<file path="config.mk">
export PLATFORM = sky130hd
export DESIGN_NAME = wb_victim_buffer_flat
export DESIGN_NICKNAME = d
export VERILOG_FILES = /design/src/rtl/wb_victim_buffer_if.sv /design/src/rtl/wb_victim_buffer.sv /design/src/flat_wrapper.sv
export SDC_FILE = /design/constraint.sdc
export NUM_CORES = 1
export LEC_CHECK = 0
export ABC_AREA = 0
export CAP_MARGIN = 40
export CORE_MARGIN = 5
export CORE_UTILIZATION = 40
export CTS_BUF_LIST = sky130_fd_sc_hd__clkbuf_4 sky130_fd_sc_hd__clkbuf_8
export CTS_CLUSTER_SIZE = 10
export DETAILED_ROUTE_END_ITERATION = 16
export PLACE_DENSITY = 0.63
export REMOVE_ABC_BUFFERS = 1
export SYNTH_ARGS = -nofsm -noshare
export SYNTH_HDL_FRONTEND = slang
export SYNTH_SLANG_ARGS = --single-unit
</file>
<file path="constraint.sdc">
create_clock -name clk -period 5 [get_ports clk]
set_input_delay 0.5 -clock clk [delete_from_list [all_inputs] [get_ports clk]]
set_output_delay 0.5 -clock clk [all_outputs]
set_load 0.03 [all_outputs]
</file>
<file path="src/rtl/wb_victim_buffer_if.sv">
// Bundle of wb_victim_buffer signals: controller victim push, line-fill read
// request, and the single memory port owned by the buffer.
interface wb_victim_buffer_if #(
    parameter int unsigned ADDR_W = 14,
    parameter int unsigned LINE_W = 64
);
    // Controller push side
    logic              wb_push;
    logic [ADDR_W-1:0] wb_addr;
    logic [LINE_W-1:0] wb_data;
    logic              wb_full;
    logic              wb_empty;
    // Controller line-fill side
    logic              rd_req;
    logic [ADDR_W-1:0] rd_addr;
    logic [LINE_W-1:0] rd_data;
    logic              rd_done;
    // Memory port
    logic [ADDR_W-1:0] m_addr;
    logic              m_re;
    logic              m_we;
    logic [LINE_W-1:0] m_wdata;
    logic [LINE_W-1:0] m_rdata;
    logic              m_rdy;

    // View of the victim buffer itself
    modport slave (
        input  wb_push, wb_addr, wb_data, rd_req, rd_addr, m_rdata, m_rdy,
        output wb_full, wb_empty, rd_data, rd_done, m_addr, m_re, m_we, m_wdata
    );

    // View of the surrounding system (controller plus memory)
    modport master (
        output wb_push, wb_addr, wb_data, rd_req, rd_addr, m_rdata, m_rdy,
        input  wb_full, wb_empty, rd_data, rd_done, m_addr, m_re, m_we, m_wdata
    );
endinterface

</file>
<file path="src/rtl/wb_victim_buffer.sv">
// Write-back victim buffer: holds evicted dirty lines in a small circular FIFO,
// drains them to memory in the background, and serves line-fill reads either
// from a buffered line (forward) or from memory.
module wb_victim_buffer #(
    parameter int unsigned DEPTH  = 2,
    parameter int unsigned ADDR_W = 14,
    parameter int unsigned LINE_W = 64
) (
    input logic               clk,
    input logic               rst_n,
    wb_victim_buffer_if.slave bus
);
    localparam int unsigned PTR_W = (DEPTH > 1) ? $clog2(DEPTH) : 1;
    localparam int unsigned CNT_W = $clog2(DEPTH + 1);

    typedef enum logic [1:0] {StIdle, StFwd, StRead, StWrite} state_e;

    state_e            state_q, state_d;
    logic [PTR_W-1:0]  head_q, head_d, tail_q, tail_d;
    logic [CNT_W-1:0]  count_q, count_d;
    logic              valid_q [DEPTH];
    logic [ADDR_W-1:0] addr_q  [DEPTH];
    logic [LINE_W-1:0] data_q  [DEPTH];
    logic              full_q, empty_q;
    logic [LINE_W-1:0] rd_data_q, rd_data_d;
    logic              rd_done_q, rd_done_d;
    logic [ADDR_W-1:0] m_addr_q, m_addr_d;
    logic              m_re_q, m_re_d, m_we_q, m_we_d;
    logic [LINE_W-1:0] m_wdata_q, m_wdata_d;

    logic              rd_hit, cl_hit;
    logic [PTR_W-1:0]  rd_idx, cl_idx, scan_idx;
    logic              req, pop, push_ok, coalesce, append;

    // Scan oldest to youngest so the last match found is the youngest entry.
    always_comb begin
        rd_hit   = 1'b0;
        rd_idx   = '0;
        cl_hit   = 1'b0;
        cl_idx   = '0;
        scan_idx = '0;
        for (int k = 0; k < DEPTH; k++) begin
            scan_idx = head_q + PTR_W'(k);
            if (valid_q[scan_idx] && addr_q[scan_idx] == bus.rd_addr) begin
                rd_hit = 1'b1;
                rd_idx = scan_idx;
            end
            // The head being written to memory must not change under the write.
            if (valid_q[scan_idx] && addr_q[scan_idx] == bus.wb_addr &&
                !(state_q == StWrite && scan_idx == head_q)) begin
                cl_hit = 1'b1;
                cl_idx = scan_idx;
            end
        end
    end

    // Push/pop decode and pointer/count next state.
    always_comb begin
        // rd_req is still high during the rd_done cycle; that is not a new request.
        req      = bus.rd_req && !rd_done_q;
        pop      = (state_q == StWrite) && bus.m_rdy;
        push_ok  = bus.wb_push && (!full_q || pop);
        coalesce = push_ok && cl_hit;
        append   = push_ok && !cl_hit;
        head_d   = head_q + PTR_W'(pop);
        tail_d   = tail_q + PTR_W'(append);
        count_d  = count_q + CNT_W'(append) - CNT_W'(pop);
    end

    // Control FSM: next state and registered memory/read outputs.
    always_comb begin
        state_d   = state_q;
        rd_data_d = rd_data_q;
        rd_done_d = 1'b0;
        m_addr_d  = m_addr_q;
        m_re_d    = m_re_q;
        m_we_d    = m_we_q;
        m_wdata_d = m_wdata_q;
        unique case (state_q)
            StIdle: begin
                if (req && rd_hit) begin
                    state_d   = StFwd;
                    rd_data_d = data_q[rd_idx];
                end else if (count_q == CNT_W'(DEPTH) || (!req && count_q != '0)) begin
                    state_d  = StWrite;
                    m_we_d   = 1'b1;
                    m_addr_d = addr_q[head_q];
                    // A same-cycle coalesce into the head must reach memory.
                    m_wdata_d = (coalesce && cl_idx == head_q) ? bus.wb_data : data_q[head_q];
                end else if (req) begin
                    state_d  = StRead;
                    m_re_d   = 1'b1;
                    m_addr_d = bus.rd_addr;
                end
            end
            StFwd: begin
                rd_done_d = 1'b1;
                state_d   = StIdle;
            end
            StRead: begin
                if (bus.m_rdy) begin
                    rd_data_d = bus.m_rdata;
                    rd_done_d = 1'b1;
                    m_re_d    = 1'b0;
                    state_d   = StIdle;
                end
            end
            StWrite: begin
                if (bus.m_rdy) begin
                    m_we_d  = 1'b0;
                    state_d = StIdle;
                end
            end
            default: state_d = StIdle;
        endcase
    end

    // FSM, pointer and output registers.
    always_ff @(posedge clk or negedge rst_n) begin
        if (!rst_n) begin
            state_q   <= StIdle;
            head_q    <= '0;
            tail_q    <= '0;
            count_q   <= '0;
            full_q    <= 1'b0;
            empty_q   <= 1'b1;
            rd_data_q <= '0;
            rd_done_q <= 1'b0;
            m_addr_q  <= '0;
            m_re_q    <= 1'b0;
            m_we_q    <= 1'b0;
            m_wdata_q <= '0;
        end else begin
            state_q   <= state_d;
            head_q    <= head_d;
            tail_q    <= tail_d;
            count_q   <= count_d;
            full_q    <= (count_d == CNT_W'(DEPTH));
            empty_q   <= (count_d == '0);
            rd_data_q <= rd_data_d;
            rd_done_q <= rd_done_d;
            m_addr_q  <= m_addr_d;
            m_re_q    <= m_re_d;
            m_we_q    <= m_we_d;
            m_wdata_q <= m_wdata_d;
        end
    end

    // Entry storage; an append into the slot freed by the same-cycle pop wins.
    always_ff @(posedge clk or negedge rst_n) begin
        if (!rst_n) begin
            for (int i = 0; i < DEPTH; i++) begin
                valid_q[i] <= 1'b0;
                addr_q[i]  <= '0;
                data_q[i]  <= '0;
            end
        end else begin
            if (pop) begin
                valid_q[head_q] <= 1'b0;
            end
            if (coalesce) begin
                data_q[cl_idx] <= bus.wb_data;
            end
            if (append) begin
                valid_q[tail_q] <= 1'b1;
                addr_q[tail_q]  <= bus.wb_addr;
                data_q[tail_q]  <= bus.wb_data;
            end
        end
    end

    assign bus.wb_full  = full_q;
    assign bus.wb_empty = empty_q;
    assign bus.rd_data  = rd_data_q;
    assign bus.rd_done  = rd_done_q;
    assign bus.m_addr   = m_addr_q;
    assign bus.m_re     = m_re_q;
    assign bus.m_we     = m_we_q;
    assign bus.m_wdata  = m_wdata_q;
endmodule
</file>
<file path="src/flat_wrapper.sv">
// flat-port wrapper written by rule: the top's interface ports become plain ports
module wb_victim_buffer_flat 
#(
    parameter int unsigned DEPTH  = 2,
    parameter int unsigned ADDR_W = 14,
    parameter int unsigned LINE_W = 64
)
  (clk, rst_n, bus_wb_push, bus_wb_addr, bus_wb_data, bus_rd_req, bus_rd_addr, bus_m_rdata, bus_m_rdy, bus_wb_full, bus_wb_empty, bus_rd_data, bus_rd_done, bus_m_addr, bus_m_re, bus_m_we, bus_m_wdata);
  wb_victim_buffer_if #(.ADDR_W(ADDR_W), .LINE_W(LINE_W)) bus_i ();
  input logic clk;
  input logic rst_n;
  input wire logic [$bits(bus_i.wb_push)-1:0] bus_wb_push;
  input wire logic [$bits(bus_i.wb_addr)-1:0] bus_wb_addr;
  input wire logic [$bits(bus_i.wb_data)-1:0] bus_wb_data;
  input wire logic [$bits(bus_i.rd_req)-1:0] bus_rd_req;
  input wire logic [$bits(bus_i.rd_addr)-1:0] bus_rd_addr;
  input wire logic [$bits(bus_i.m_rdata)-1:0] bus_m_rdata;
  input wire logic [$bits(bus_i.m_rdy)-1:0] bus_m_rdy;
  output wire logic [$bits(bus_i.wb_full)-1:0] bus_wb_full;
  output wire logic [$bits(bus_i.wb_empty)-1:0] bus_wb_empty;
  output wire logic [$bits(bus_i.rd_data)-1:0] bus_rd_data;
  output wire logic [$bits(bus_i.rd_done)-1:0] bus_rd_done;
  output wire logic [$bits(bus_i.m_addr)-1:0] bus_m_addr;
  output wire logic [$bits(bus_i.m_re)-1:0] bus_m_re;
  output wire logic [$bits(bus_i.m_we)-1:0] bus_m_we;
  output wire logic [$bits(bus_i.m_wdata)-1:0] bus_m_wdata;
  assign bus_i.wb_push = bus_wb_push;
  assign bus_i.wb_addr = bus_wb_addr;
  assign bus_i.wb_data = bus_wb_data;
  assign bus_i.rd_req = bus_rd_req;
  assign bus_i.rd_addr = bus_rd_addr;
  assign bus_i.m_rdata = bus_m_rdata;
  assign bus_i.m_rdy = bus_m_rdy;
  assign bus_wb_full = bus_i.wb_full;
  assign bus_wb_empty = bus_i.wb_empty;
  assign bus_rd_data = bus_i.rd_data;
  assign bus_rd_done = bus_i.rd_done;
  assign bus_m_addr = bus_i.m_addr;
  assign bus_m_re = bus_i.m_re;
  assign bus_m_we = bus_i.m_we;
  assign bus_m_wdata = bus_i.m_wdata;
  wb_victim_buffer #(.DEPTH(DEPTH), .ADDR_W(ADDR_W), .LINE_W(LINE_W)) u_core (.clk(clk), .rst_n(rst_n), .bus(bus_i));
endmodule
</file>
; After elaboration in Yosys (flattened, before gate mapping)
; Cells that the tools add are included.
[op_classes]
n_addsub = 5
order_cmp = 8
n_eq_ne = 20
muxes = 64
bitwise = 9
reduce_logical = 39
[ops]
columns = op, count
row1 = $mux W64, 11
row2 = $bwmux W128, 2
row3 = $mux W128, 2
row4 = $demux W64 S1, 2
row5 = $pmux W64 S2, 1
row6 = $mux W14, 9
row7 = $eq A14 B14 Y1, 4
row8 = $bwmux W28, 1
row9 = $mux W1, 23
row10 = $logic_and A1 B1 Y1, 18
row11 = $demux W14 S1, 1
row12 = $mux W2, 6
row13 = $ge A2 B2 Y1 const B, 5
row14 = $not A1 Y2, 5
row15 = $reduce_and A3 Y1, 3
row16 = $eq A2 B2 Y1 const B, 4
row17 = $ne A2 B1 Y1 const B, 4
row18 = $ne A2 B2 Y1 const B, 4
row19 = $reduce_bool A2 Y1, 4
row20 = $logic_not A1 Y1, 6
row21 = $lt A2 B1 Y1 const B, 3
row22 = $pmux W1 S2, 3
row23 = $pmux W2 S3, 1
row24 = $reduce_and A5 Y1, 1
row25 = other kinds (17), 22
[totals]
register_bits = 311
elab_cells = 163

; Longest topological paths before layout
; Gate-level depths: netlist (run 1).
[depth]
word_depth = 18
mapped_depth = 13
ltp_nobuf = 10

; Worst setup path before layout (run 1)
; Ideal clock, no wire load.
[synth_timing]
kind = reg-to-reg
startpoint = register u_core.head_q
endpoint = register u_core.data_q[67] in the netlist's numbering
setup_time_ns = 0.125
arrival_time_ns = 2.877
slack_ns = 1.999
stages_incl_launch_ff = 12
path_cell_list = dfrtp_1 buf_2 buf_6 buf_2 mux2i_1 xnor2_1 nor4_1 nand4_1 a22o_1 o21ai_2 buf_2 mux2_2
[synth_via]
elab_chain_cells = 18
word_cells_on_any_way = 41
[synth_lines]
columns = element, line_no
row1 = "start, declared", wb_victim_buffer.sv:19  ; logic [PTR_W-1:0] head_q, head_d, tail_q, tail_d;
row2 = "start signal, assigned", wb_victim_buffer.sv:122  ; head_q <= '0;
row3 = "start signal, assigned", wb_victim_buffer.sv:135  ; head_q <= head_d;
row4 = $add A1 B1 Y1 or $not A1 Y2 (tied branches), "wb_victim_buffer.sv:43, wb_victim_buffer.sv:49"
row5 = $not A1 Y2 (implied by the code) or $mux W14 (tied branches), wb_victim_buffer.sv:49  ; if (valid_q[scan_idx] && addr_q[scan_idx] == bus.wb_addr &&
row6 = $mux W14 (implied by the code) (2 in series), wb_victim_buffer.sv:49
row7 = $mux W14 (implied by the code) or $eq A14 B14 Y1 (tied branches), wb_victim_buffer.sv:49
row8 = $eq A14 B14 Y1 or $logic_and A1 B1 Y1 (tied branches), wb_victim_buffer.sv:49
row9 = $logic_and A1 B1 Y1, wb_victim_buffer.sv:49
row10 = $logic_and A1 B1 Y1 or $mux W1 (tied branches), wb_victim_buffer.sv:49
row11 = $mux W1, wb_victim_buffer.sv:49
row12 = $not A1 Y2 (implied by the code), wb_victim_buffer.sv:162  ; data_q[cl_idx] <= bus.wb_data;
row13 = $ge A2 B2 Y1 (implied by the code) or $lt A2 B1 Y1 (tied branches), wb_victim_buffer.sv:162
row14 = $logic_and A1 B1 Y1 (implied by the code), wb_victim_buffer.sv:162
row15 = $mux W64 (implied by the code), wb_victim_buffer.sv:162
row16 = $demux W64 S1, wb_victim_buffer.sv:162
row17 = $bwmux W128, wb_victim_buffer.sv:162
row18 = $mux W128, wb_victim_buffer.sv:161  ; if (coalesce) begin
row19 = $bwmux W128, wb_victim_buffer.sv:167  ; data_q[tail_q] <= bus.wb_data;
row20 = $mux W128 *, wb_victim_buffer.sv:164  ; if (append) begin
row21 = "end signal, assigned by index", wb_victim_buffer.sv:162
row22 = "end signal, assigned by index", wb_victim_buffer.sv:167
row23 = "end, declared", wb_victim_buffer.sv:23  ; logic [LINE_W-1:0] data_q [DEPTH];
; Mark *: on every way between the ends. The rest lies on a longest branch, timed or not. The select of a mux whose other input is x is not followed.
; A chain may end at the register's enable or synchronous reset.

; Final worst setup path (run 1)
[layout_timing]
startpoint = register u_core.head_q
endpoint = register u_core.rd_data_q[21], in the netlist u_core.bus.rd_data[21]
[layout_via]
elab_chain_cells = 14
word_cells_on_any_way = 32
[layout_lines]
columns = element, line_no
row1 = $add A1 B1 Y1 or $not A1 Y2 (tied branches), "wb_victim_buffer.sv:43, wb_victim_buffer.sv:44"
row2 = $not A1 Y2 (implied by the code) or $mux W14 (tied branches), wb_victim_buffer.sv:44  ; if (valid_q[scan_idx] && addr_q[scan_idx] == bus.rd_addr) begin
row3 = $mux W14 (implied by the code) (2 in series), wb_victim_buffer.sv:44
row4 = $mux W14 (implied by the code) or $eq A14 B14 Y1 (tied branches), wb_victim_buffer.sv:44
row5 = $eq A14 B14 Y1 or $logic_and A1 B1 Y1 (tied branches), wb_victim_buffer.sv:44
row6 = $logic_and A1 B1 Y1 or $mux W1 (tied branches), wb_victim_buffer.sv:44
row7 = $mux W1, wb_victim_buffer.sv:44
row8 = $not A1 Y2 (implied by the code), wb_victim_buffer.sv:83  ; rd_data_d = data_q[rd_idx];
row9 = $mux W64 (implied by the code) (3 in series), wb_victim_buffer.sv:83
row10 = $mux W64, wb_victim_buffer.sv:81  ; if (req && rd_hit) begin
row11 = $pmux W64 S2, wb_victim_buffer.sv:79  ; unique case (state_q)
row12 = "end signal, assigned", wb_victim_buffer.sv:140  ; rd_data_q <= rd_data_d;
row13 = "end, declared", wb_victim_buffer.sv:25  ; logic [LINE_W-1:0] rd_data_q, rd_data_d;
; Several ways; a longest one is shown, not always the timed one. The select of a mux whose other input is x is not followed.

==> load_flow_metrics.sql, run 1 <==
INSERT INTO impl_metrics (metric_group, metric, value, unit) VALUES
('worst_setup_path', 'cp_max_fo', '55', ''),
('routing', 'route.detailed.vias_per_inst', '5.388', ''),
('run', 'max_cap_viol', '0', ''),
('routing', 'antenna_violating_nets_post_route', '0', ''),
('grt', 'global_route.usage.total', '22.50', '%'),
('floorplan', 'die_width', '206.3', 'microns'),
('sta', 'fin_hold_ws', '0.4761', 'ns'),
('finish', 'layout_cells_sized_above_1', '21.99', '%'),
('sta', 'fin_crit_share', '81.22', '%'),
('floorplan', 'die_height', '206.3', 'microns'),
('placed_design', 'weighted_congestion_reported_at_the_end_of_routability_driven_placement', '0.8948', ''),
('logic_synthesis', 'synth_top_flop_cell', 'dfrtp_1', ''),
('logic_synthesis', 'yosys.cell_types.count', '49', ''),
('logic_synthesis', 'ys_seq_elements', '311', ''),
('finish', 'synthToLayoutAreaGrowth', '32.15', '%'),
('logic_synthesis', 'synth_top_cells_by_area', 'dfrtp_1 50%, mux2_2 12%, mux2i_1 6.0%', ''),
('worst_setup_path', 'worstSetupEndpointType', 'flip-flop', ''),
('finish', 'design_area', '0.02038', 'sq mm'),
('routing', 'routed_wire_per_std_cell', '22.17', 'microns'),
('grt', 'grt_pass1_wl', '74320', 'microns'),
('finish', 'stdcell_count', '2181', ''),
('clocking', 'cts_post_setup_buffers_inserted', '0', ''),
('placed_design', 'postPlaceCellArea', '0.01915', 'sq mm'),
('outcome', 'run_status', 'finished, final reports clean', ''),
('logic_synthesis', 'synthArstFlopShare', '100.0', '%'),
('logic_synthesis', 'synthMostInstantiatedCell', 'dfrtp_1', ''),
('grt', 'grt_start_max_net_pins', '129', ''),
('routing', 'detailroute.via_count', '11750', ''),
('sta', 'min_period', '4.061', 'ns'),
('floorplan', 'initial_standard_cell_utilization_of_the_core', '40.18', '%'),
('clocking', 'insertion_delay', '0.63', 'ns'),
('logic_synthesis', 'ys.warnings.count', '0', ''),
('placed_design', 'hpwl', '31610', 'microns'),
('placed_design', 'detailedPlace.worstSlack', '1.050', 'ns'),
('clocking', 'cts_root_buf', 'clkbuf_8', ''),
('sta', 'grt_setup_unrepaired', 'false', ''),
('floorplan', 'dieArea', '0.04258', 'sq mm'),
('worst_setup_path', 'worst-endpoint-arrival', '4.61', 'ns'),
('hold_path', 'worstHoldPathType', 'input port to async pin', ''),
('sta', 'clock_skew', '0.02929', 'ns'),
('routing', 'initialDrtViolationCount', '599', ''),
('grt', 'first_global_vias', '12600', ''),
('clocking', 'clkTransAtPathRegs', '0.06', 'ns'),
('logic_synthesis', 'syn_inst', '1325', ''),
('pwr', 'p_leak', '8.787', 'nW'),
('logic_synthesis', 'post_synth_edffs', '0', ''),
('floorplan', 'io-pin-count', '308', ''),
('floorplan', 'placementRows', '72', ''),
('routing', 'finalWirelength', '48360', 'microns'),
('logic_synthesis', 'yosysSeqAreaShare', '50.48', '%'),
('logic_synthesis', 'avgSynthCellArea', '11.64', 'sq um'),
('worst_setup_path', 'crit_path_start_kind', 'flip-flop', ''),
('placed_design', 'dpl.cell_count', '2079', ''),
('sta', 'setup-violations-final', '0', ''),
('worst_setup_path', 'critical_path_required', '5.55', 'ns'),
('routing', 'dr.pass1.iters', '5', ''),
('sta', 'setup-tns-final', '0', 'ns'),
('grt', 'initial_antenna_violation_count', '5', ''),
('sta', 'finalWorstSetupSlack', '0.9392', 'ns'),
('floorplan', 'core', '0.03838', 'sq mm'),
('sta', 'slew_headroom', '40.63', '%'),
('logic_synthesis', 'biggest_area_consumer_among_synthesized_cells', 'dfrtp_1', ''),
('clocking', 'cts_buffers', '55', ''),
('sta', 'achievable-frequency', '246.3', 'MHz'),
('worst_setup_path', 'start_to_end_type_of_the_worst_setup_path', 'flip-flop to flip-flop', ''),
('sta', 'worst_pin_slew', '0.8906', 'ns'),
('clocking', 'tritoncts_num_sinks', '311', ''),
('logic_synthesis', 'synth_commonest_cells', '310 x dfrtp_1, 168 x mux2_2, 140 x nor2_1', ''),
('logic_synthesis', 'post-synth-top-area-fraction', '50.31', '%'),
('pwr', 'max_rail_drop_vdd', '0.5507', 'mV'),
('pwr', 'power_per_cell_area', '731.2', 'mW/mm^2'),
('logic_synthesis', 'post_synth_instance_area', '0.01542', 'sq mm'),
('clocking', 'htreeDepth', '2', ''),
('routing', 'drc_errors', '0', ''),
('grt', 'global_route.overflow_total', '0', ''),
('placed_design', 'port_buffers', '307', ''),
('sta', 'final-max-slew-violation-count', '0', ''),
('clocking', 'resized_after_cts', '0', ''),
('clocking', 'cts_hold_buffers', '1', ''),
('sta', 'finalHoldViolCount', '0', ''),
('clocking', 'clock_tree_from_tritoncts', 'built', ''),
('finish', 'layout.nets', '1788', ''),
('clocking', 'cts_max_path_buffers', '3', '');
-- worst max-delay path, cell delays in order, from the launching register on --
cell and delay (ns):
dfrtp_4 0.99, mux2i_1 0.56, xnor2_1 0.15, nor4_1 0.46, nand4_1 0.28, a221o_2 0.52
buf_12 0.22, buf_4 0.28, a22oi_1 0.22, o221a_2 0.20
-- final cells by class --
cell class / instances / area, sq um
Antenna cell: 3 / 7.507
Clock buffer: 93 / 1167
Clock inverter: 5 / 42.54
Fill cell: 3426 / 18000
Inverter: 9 / 33.78
Multi-Input combinational cell: 914 / 7287
Sequential cell: 311 / 7787
Tap cell: 518 / 648.1
Timing Repair Buffer: 328 / 3403
-- where the power goes --
part	internal (mW)	switching, mW	total [mW]
Sequential	3.83	1.02	4.84
Clock	1.46	1.08	2.54
Combinational	3.52	3.99	7.52
Total	8.81	6.09	14.9
-- metrics by stage --
step	power [mW]	util [%]
finish	14.90	53.10
global placement	12.23	49.65
floorplan	9.649	-
detailed placement	12.43	49.90
CTS	15.05	53.08
global route	15.87	53.09
-- cell families (layout without fill, tap and decap cells) --
group | Yosys count | in the layout | synth area share [%]
AO/OA/AOI/OAI | 235 | 235 | 11.76
XOR/XNOR | 62 | 62 | 3.522
adder cells (fa/ha/maj) | 8 | 8 | 0.6492
buffers and inverters | 100 | 435 | 2.653
flip-flops | 311 | 311 | 50.48
multiplexers | 327 | 327 | 23.13
other | 0 | 3 | 0
AND/OR/NAND/NOR | 282 | 282 | 7.814
-- state kept, by name, indices dropped and copies added, names as in the netlist, 2 cells and up --
name                count
u_core.bus.m_addr      14
u_core.bus.rd_data     64
u_core.addr_q          28
u_core.state_q          2
u_core.data_q         128
u_core.bus.m_wdata     64
u_core.count_q          2
u_core.valid_q          2
-- final timing paths --
path,slack [ns],cells after the start,endpoint,startpoint
setup / recovery,0.94,9,u_core.bus.rd_data[21]$_DFFE_PN0P_,u_core.head_q$_DFF_PN0_
hold / removal,0.48,2,u_core.data_q[116]$_DFF_PN0_,rst_n
setup reg to reg,0.94,9,u_core.bus.rd_data[21]$_DFFE_PN0P_,u_core.head_q$_DFF_PN0_
hold reg to reg,0.48,2,u_core.bus.m_wdata[6]$_DFFE_PN0P_,u_core.bus.m_wdata[6]$_DFFE_PN0P_
max in group asynchronous,3.45,3,u_core.data_q[113]$_DFF_PN0_,rst_n
min in group clk,0.48,2,u_core.bus.m_wdata[6]$_DFFE_PN0P_,u_core.bus.m_wdata[6]$_DFFE_PN0P_
-- layer usage --
layer,part of all wire [%],wire length [microns],up-vias,GRT usage (%)
met5,0.056,27,-,0
met4,2.6,1266,4,7.510
met3,5.8,2787,75,5.257
met2,48,23300,327,37.15
met1,43,20980,5928,29.29
li1,-,-,5417,-
-- cells in the final DEF, fill, tap and decap left out, types with 3 or more instances in the layout --
master,instances
clkdlybuf4s50_1,306
ha_1,8
nand2b_1,3
nor2b_1,6
mux2i_1,92
nand2_1,89
nor2_1,139
o221a_2,64
mux2_1,66
clkbuf_4,18
diode_2,3
xnor2_1,57
a21oi_1,3
o21ai_0,83
nor3_1,3
nor4_1,20
mux2_2,168
buf_12,10
nand3_1,3
nand4_1,9
a22oi_1,65
clkbuf_8,75
xor2_1,5
dfrtp_1,309
buf_4,8
inv_1,9
(Power assumes the default switching activity.)
==> inputs of run 2 (changes only) <==
==> constraint.sdc (replaced) <==
create_clock -name clk -period 4.2 [get_ports clk]
set_input_delay 0.42 -clock clk [delete_from_list [all_inputs] [get_ports clk]]
set_output_delay 0.42 -clock clk [all_outputs]
set_load 0.03 [all_outputs]
==> load_flow_metrics.sql, run 2 (synthesized netlist as in run 1, its figures left out) <==
INSERT INTO impl_metrics (metric_group, metric, value, unit) VALUES
('outcome', 'run_status', 'finished, final reports clean', ''),
('finish', 'layout_cells_sized_above_1', '22.59', '%'),
('finish', 'design_area', '0.02052', 'sq mm'),
('grt', 'grt_start_max_net_pins', '129', ''),
('run', 'max_cap_viol', '0', ''),
('clocking', 'cts_root_buf', 'clkbuf_8', ''),
('floorplan', 'die_width', '206.3', 'microns'),
('pwr', 'p_int', '10.69', 'mW'),
('clocking', 'resized_after_cts', '0', ''),
('pwr', 'share_clk_of_total_power', '18.4', '%'),
('worst_setup_path', 'timing.critical_path.slowest_cell_delay', '0.83', 'ns'),
('floorplan', 'io-pin-count', '308', ''),
('placed_design', 'postPlaceCellArea', '0.01915', 'sq mm'),
('routing', 'finalWirelength', '48640', 'microns'),
('clocking', 'htreeDepth', '2', ''),
('pwr', 'seq_power_share', '31.7', '%'),
('grt', 'global_route.overflow_total', '0', ''),
('clocking', 'clock_tree_from_tritoncts', 'built', ''),
('pwr', 'power', '18.02', 'mW'),
('worst_setup_path', 'cpLargestDelayFamily', 'compound AO/OA/AOI/OAI gates', ''),
('sta', 'clock_skew', '0.03611', 'ns'),
('worst_setup_path', 'worst_path_max_delay_cell', 'dfrtp_4', ''),
('routing', 'initialDrtViolationCount', '673', ''),
('sta', 'slew_headroom', '41.05', '%'),
('grt', 'initial_antenna_violation_count', '4', ''),
('floorplan', 'core', '0.03838', 'sq mm'),
('finish', 'layout_commonest_cell', 'dfrtp_1', ''),
('pwr', 'power.switching', '7.329', 'mW'),
('sta', 'final-max-slew-violation-count', '0', ''),
('sta', 'min_period', '3.686', 'ns'),
('routing', 'drc_errors', '0', ''),
('routing', 'dr.pass1.iters', '4', ''),
('finish', 'layout.nets', '1796', ''),
('grt', 'global_route.usage.total', '22.60', '%'),
('worst_setup_path', 'start_to_end_type_of_the_worst_setup_path', 'flip-flop to flip-flop', ''),
('worst_setup_path', 'cp.depth', '8', ''),
('finish', 'largest_reg_flops', '128', ''),
('worst_setup_path', 'worstSetupEndpointType', 'flip-flop', ''),
('sta', 'achievable-frequency', '271.3', 'MHz'),
('worst_setup_path', 'worst_reg2reg_path_depth', '8', ''),
('sta', 'setup-tns-final', '0', 'ns'),
('routing', 'antenna_violating_nets_post_route', '0', ''),
('placed_design', 'weighted_congestion_reported_at_the_end_of_routability_driven_placement', '0.8451', ''),
('pwr', 'p_leak', '8.874', 'nW'),
('routing', 'route.detailed.vias_per_inst', '5.362', ''),
('floorplan', 'placementRows', '72', ''),
('sta', 'worst_pin_slew', '0.8843', 'ns'),
('hold_path', 'worstHoldPathType', 'input port to async pin', ''),
('placed_design', 'dpl.cell_count', '2085', ''),
('worst_setup_path', 'worstPathBufferInverterCount', '1', ''),
('clocking', 'insertion_delay', '0.67', 'ns'),
('clocking', 'cts_max_path_buffers', '3', ''),
('worst_setup_path', 'critical_path_required', '4.74', 'ns'),
('floorplan', 'dieArea', '0.04258', 'sq mm'),
('routing', 'detailroute.via_count', '11770', ''),
('worst_setup_path', 'cp_max_fo', '41', ''),
('pwr', 'max_rail_drop_vdd', '0.4659', 'mV'),
('grt', 'first_global_vias', '12740', ''),
('finish', 'mostFrequentLayoutCells', '309 x dfrtp_1, 306 x clkdlybuf4s50_1, 168 x mux2_2', ''),
('sta', 'fin_crit_share', '87.77', '%'),
('worst_setup_path', 'worst-endpoint-arrival', '4.23', 'ns'),
('clocking', 'cts_buffers', '57', ''),
('sta', 'setup-violations-final', '0', ''),
('finish', 'synthToLayoutAreaGrowth', '33.06', '%'),
('sta', 'finalHoldViolCount', '0', ''),
('worst_setup_path', 'critical_path.cell_chain', 'mux2i_1, xnor2_1, nor4_1, nand4_1, a2111oi_2, a21oi_4, buf_4, o221a_2', ''),
('placed_design', 'hpwl', '30850', 'microns'),
('finish', 'regMostFlops', 'u_core.data_q', ''),
('routing', 'routed_wire_per_std_cell', '22.16', 'microns'),
('pwr', 'power_per_cell_area', '878.4', 'mW/mm^2'),
('sta', 'grt_setup_unrepaired', 'false', ''),
('placed_design', 'port_buffers', '307', ''),
('clocking', 'clkTransAtPathRegs', '0.07', 'ns'),
('finish', 'stdcell_count', '2195', ''),
('grt', 'grt_pass1_wl', '74780', 'microns'),
('clocking', 'tritoncts_num_sinks', '311', ''),
('floorplan', 'initial_standard_cell_utilization_of_the_core', '40.18', '%'),
('worst_setup_path', 'crit_path_start_kind', 'flip-flop', ''),
('pwr', 'netSwitchingFraction', '40.67', '%'),
('floorplan', 'die_height', '206.3', 'microns'),
('pwr', 'comb_power_share', '49.9', '%');
-- run 2: changes by cell type in the layout (fill, tap and decap cells not counted), moves of 2 or more --
cell and change:
bufinv_16 +3, clkbuf_8 +3, clkbuf_4 -6, buf_4 +8, buf_16 -2, clkinv_2 +7
-- run 2: timing repair --
item,in CTS,in global routing
hold buffers,1,0
buffers inserted,0,0
endpoints found under the setup margin,0,0
hold endpoints to repair,98,0
-- run 2: layout make-up --
class,count,area [sq um]
timing repair buffer,334,3408
clock inverter,15,178.9
fill,3413,17860
multi-input combinational,914,7287
clock buffer,90,1164
tap,518,648.1
inverter,9,33.78
sequential,311,7787
antenna,4,10.01
-- run 2: power groups by stage --
| stage | clock (mW) | combinational, mW | sequential, mW |
|---|---|---|---|
| floorplan | 0 | 4.63 | 6.85 |
| global placement | 0 | 8.91 | 5.69 |
| detailed placement | 0 | 9.06 | 5.72 |
| CTS | 3.42 | 9.08 | 5.70 |
| global route | 3.56 | 9.74 | 5.90 |
| finish | 3.31 | 9.00 | 5.71 |
-- run 2: metal layers --
metal,up-vias,GRT usage [%],share of wire [%]
met5,-,0,0.051
met4,4,6.179,2.3
met3,73,5.806,6.3
met2,317,36.95,48
met1,5947,29.97,44
li1,5428,-,-
-- run 2: path summary, 6_finish.rpt --
kind | startpoint | endpoint | slack, ns
worst max-delay path | u_core.head_q$_DFF_PN0_ | u_core.bus.rd_data[26]$_DFFE_PN0P_ | 0.51
worst min-delay path | rst_n | u_core.bus.m_wdata[7]$_DFFE_PN0P_ | 0.37
worst max register to register | u_core.head_q$_DFF_PN0_ | u_core.bus.rd_data[26]$_DFFE_PN0P_ | 0.51
worst min register to register | u_core.bus.m_wdata[25]$_DFFE_PN0P_ | u_core.bus.m_wdata[25]$_DFFE_PN0P_ | 0.48
max in group asynchronous | rst_n | u_core.data_q[81]$_DFF_PN0_ | 2.71
min in group clk | bus_wb_data[30] | u_core.data_q[30]$_DFF_PN0_ | 0.42
-- run 2: per-stage QoR --
stage | utilization, % | setup slack [ns] | hold WS [ns]
after floorplan | - | -4.104 | 0.1244
after global placement | 49.86 | 0.5468 | 0.4632
after detailed placement | 49.91 | 0.4926 | 0.4710
after CTS | 53.44 | 0.5022 | 0.3577
after global routing | 53.44 | 0.3268 | 0.3868
final | 53.46 | 0.5136 | 0.3657
==> inputs of run 3 (changes only) <==
--- a/config.mk
+++ b/config.mk
@@ -12,6 +12,8 @@
 export CTS_BUF_LIST = sky130_fd_sc_hd__clkbuf_4 sky130_fd_sc_hd__clkbuf_8
 export CTS_CLUSTER_SIZE = 10
 export DETAILED_ROUTE_END_ITERATION = 16
+export GPL_ROUTABILITY_DRIVEN = 0
+export MAX_ROUTING_LAYER = met4
 export PLACE_DENSITY = 0.63
 export REMOVE_ABC_BUFFERS = 1
 export SYNTH_ARGS = -nofsm -noshare
==> load_flow_metrics.sql, run 3 (synthesized netlist as in run 1, its figures left out) <==
INSERT INTO impl_metrics (metric_group, metric, value, unit) VALUES
('outcome', 'run_status', 'finished, final reports clean', ''),
('grt', 'global_route.usage.total', '22.89', '%'),
('routing', 'detailroute.via_count', '11870', ''),
('floorplan', 'die_width', '206.3', 'microns'),
('grt', 'global_route.overflow_total', '0', ''),
('clocking', 'cts_buffers', '55', ''),
('finish', 'layout.nets', '1795', ''),
('sta', 'achievable-frequency', '261.4', 'MHz'),
('sta', 'final-max-slew-violation-count', '0', ''),
('placed_design', 'dpl.cell_count', '2086', ''),
('floorplan', 'core', '0.03838', 'sq mm'),
('routing', 'drc_errors', '0', ''),
('clocking', 'cts_max_path_buffers', '3', ''),
('sta', 'fin_crit_share', '91.08', '%'),
('grt', 'initial_antenna_violation_count', '4', ''),
('clocking', 'resized_after_cts', '0', ''),
('floorplan', 'placementRows', '72', ''),
('clocking', 'insertion_delay', '0.64', 'ns'),
('clocking', 'clock_tree_from_tritoncts', 'built', ''),
('clocking', 'tritoncts_num_sinks', '311', ''),
('sta', 'setup-violations-final', '0', ''),
('pwr', 'p_leak', '8.780', 'nW'),
('pwr', 'power_per_cell_area', '869.1', 'mW/mm^2'),
('run', 'max_cap_viol', '0', ''),
('worst_setup_path', 'worst-endpoint-arrival', '4.32', 'ns'),
('finish', 'mostFrequentLayoutCells', '309 x dfrtp_1, 306 x clkdlybuf4s50_1, 168 x mux2_2', ''),
('placed_design', 'postPlaceCellArea', '0.01915', 'sq mm'),
('routing', 'antenna_violating_nets_post_route', '0', ''),
('grt', 'grt_start_max_net_pins', '129', ''),
('finish', 'design_area', '0.02034', 'sq mm'),
('placed_design', 'port_buffers', '307', ''),
('worst_setup_path', 'cp_max_fo', '38', ''),
('clocking', 'clkTransAtPathRegs', '0.07', 'ns'),
('sta', 'fin_hold_ws', '0.4387', 'ns'),
('worst_setup_path', 'start_to_end_type_of_the_worst_setup_path', 'flip-flop to flip-flop', ''),
('clocking', 'cts_root_buf', 'clkbuf_8', ''),
('finish', 'layout_cells_sized_above_1', '22.41', '%'),
('routing', 'finalWirelength', '48310', 'microns'),
('sta', 'min_period', '3.825', 'ns'),
('finish', 'synthToLayoutAreaGrowth', '31.93', '%'),
('finish', 'stdcell_count', '2191', ''),
('grt', 'first_global_vias', '12480', ''),
('grt', 'grt_pass1_wl', '73660', 'microns'),
('sta', 'worst_pin_slew', '0.9076', 'ns'),
('routing', 'dr.pass1.iters', '5', ''),
('routing', 'routed_wire_per_std_cell', '22.05', 'microns'),
('hold_path', 'worstHoldPathType', 'input port to flip-flop', ''),
('finish', 'layout_commonest_cell', 'dfrtp_1', ''),
('sta', 'finalWorstSetupSlack', '0.3748', 'ns'),
('floorplan', 'dieArea', '0.04258', 'sq mm'),
('sta', 'finalHoldViolCount', '0', ''),
('sta', 'clock_skew', '0.02931', 'ns'),
('routing', 'route.detailed.vias_per_inst', '5.418', ''),
('worst_setup_path', 'crit_path_start_kind', 'flip-flop', ''),
('finish', 'largest_reg_flops', '128', ''),
('clocking', 'htreeDepth', '2', ''),
('placed_design', 'detailedPlace.worstSlack', '0.4387', 'ns'),
('pwr', 'max_rail_drop_vdd', '0.4401', 'mV'),
('finish', 'regMostFlops', 'u_core.data_q', ''),
('sta', 'grt_setup_unrepaired', 'false', ''),
('worst_setup_path', 'critical_path_required', '4.70', 'ns'),
('floorplan', 'initial_standard_cell_utilization_of_the_core', '40.18', '%'),
('worst_setup_path', 'worstSetupEndpointType', 'flip-flop', ''),
('sta', 'slew_headroom', '39.49', '%'),
('routing', 'initialDrtViolationCount', '706', ''),
('floorplan', 'io-pin-count', '308', ''),
('floorplan', 'die_height', '206.3', 'microns'),
('placed_design', 'hpwl', '31090', 'microns');
[run 3: path summary, 6_finish.rpt]
kind / from / endpoint / depth (start not counted) / slack [ns]
setup / recovery: u_core.head_q$_DFF_PN0_ / u_core.data_q[75]$_DFF_PN0_ / 8 / 0.37
max in group asynchronous: rst_n / u_core.data_q[49]$_DFF_PN0_ / 3 / 2.69
hold / removal: bus_wb_data[29] / u_core.data_q[29]$_DFF_PN0_ / 2 / 0.44
min in group asynchronous: rst_n / u_core.bus.rd_data[25]$_DFFE_PN0P_ / 2 / 0.47
setup reg to reg: u_core.head_q$_DFF_PN0_ / u_core.data_q[75]$_DFF_PN0_ / 8 / 0.37
hold reg to reg: u_core.bus.m_wdata[31]$_DFFE_PN0P_ / u_core.bus.m_wdata[31]$_DFFE_PN0P_ / 2 / 0.48
[run 3: repair_timing]
action                                 in CTS  in global routing
buffers inserted                            0                  0
endpoints found under the hold margin     108                  0
hold buffers                                1                  0
[run 3: routing by layer]
metal | global-route usage, % | vias up | routed length [microns]
li1 | - | 5425 | -
met1 | 30.18 | 5984 | 21410
met2 | 36.09 | 390 | 22840
met3 | 5.037 | 72 | 3006
met4 | 6.036 | 0 | 1058
met5 | - | - | 0
[run 3: cell type report]
class	count	area [sq um]
Clock inverter	10	82.58
Fill cell	3469	18030
Antenna cell	4	10.01
Inverter	9	33.78
Multi-Input combinational cell	914	7287
Clock buffer	90	1089
Sequential cell	311	7787
Timing Repair Buffer	335	3406
Tap cell	518	648.1
[run 3: per-stage QoR]
stage	power [mW]	utilization, %	setup TNS [ns]
2_1_floorplan	11.49	-	-901.82
3_3_place_gp	14.55	49.79	0
3_5_place_dp	14.74	49.91	0
4_1_cts	17.81	52.98	0
5_1_grt	18.78	53.01	0
6_report	17.68	53.01	0
[run 3: worst max-delay path, stage by stage (launching register included)]
cell,delay (ns)
dfrtp_4,0.81
mux2i_1,0.37
xor2_1,0.27
or4b_1,0.49
nor4_2,0.41
a211oi_2,0.14
o21ai_4,0.50
buf_12,0.28
mux2_2,0.36
[run 3: power by group]
group          switching [mW]  internal, mW  leakage, nW
logic                    4.80          4.18         4.50
registers                1.17          4.56         3.66
clock network            1.28          1.69        0.623
total                    7.25          10.4         8.78
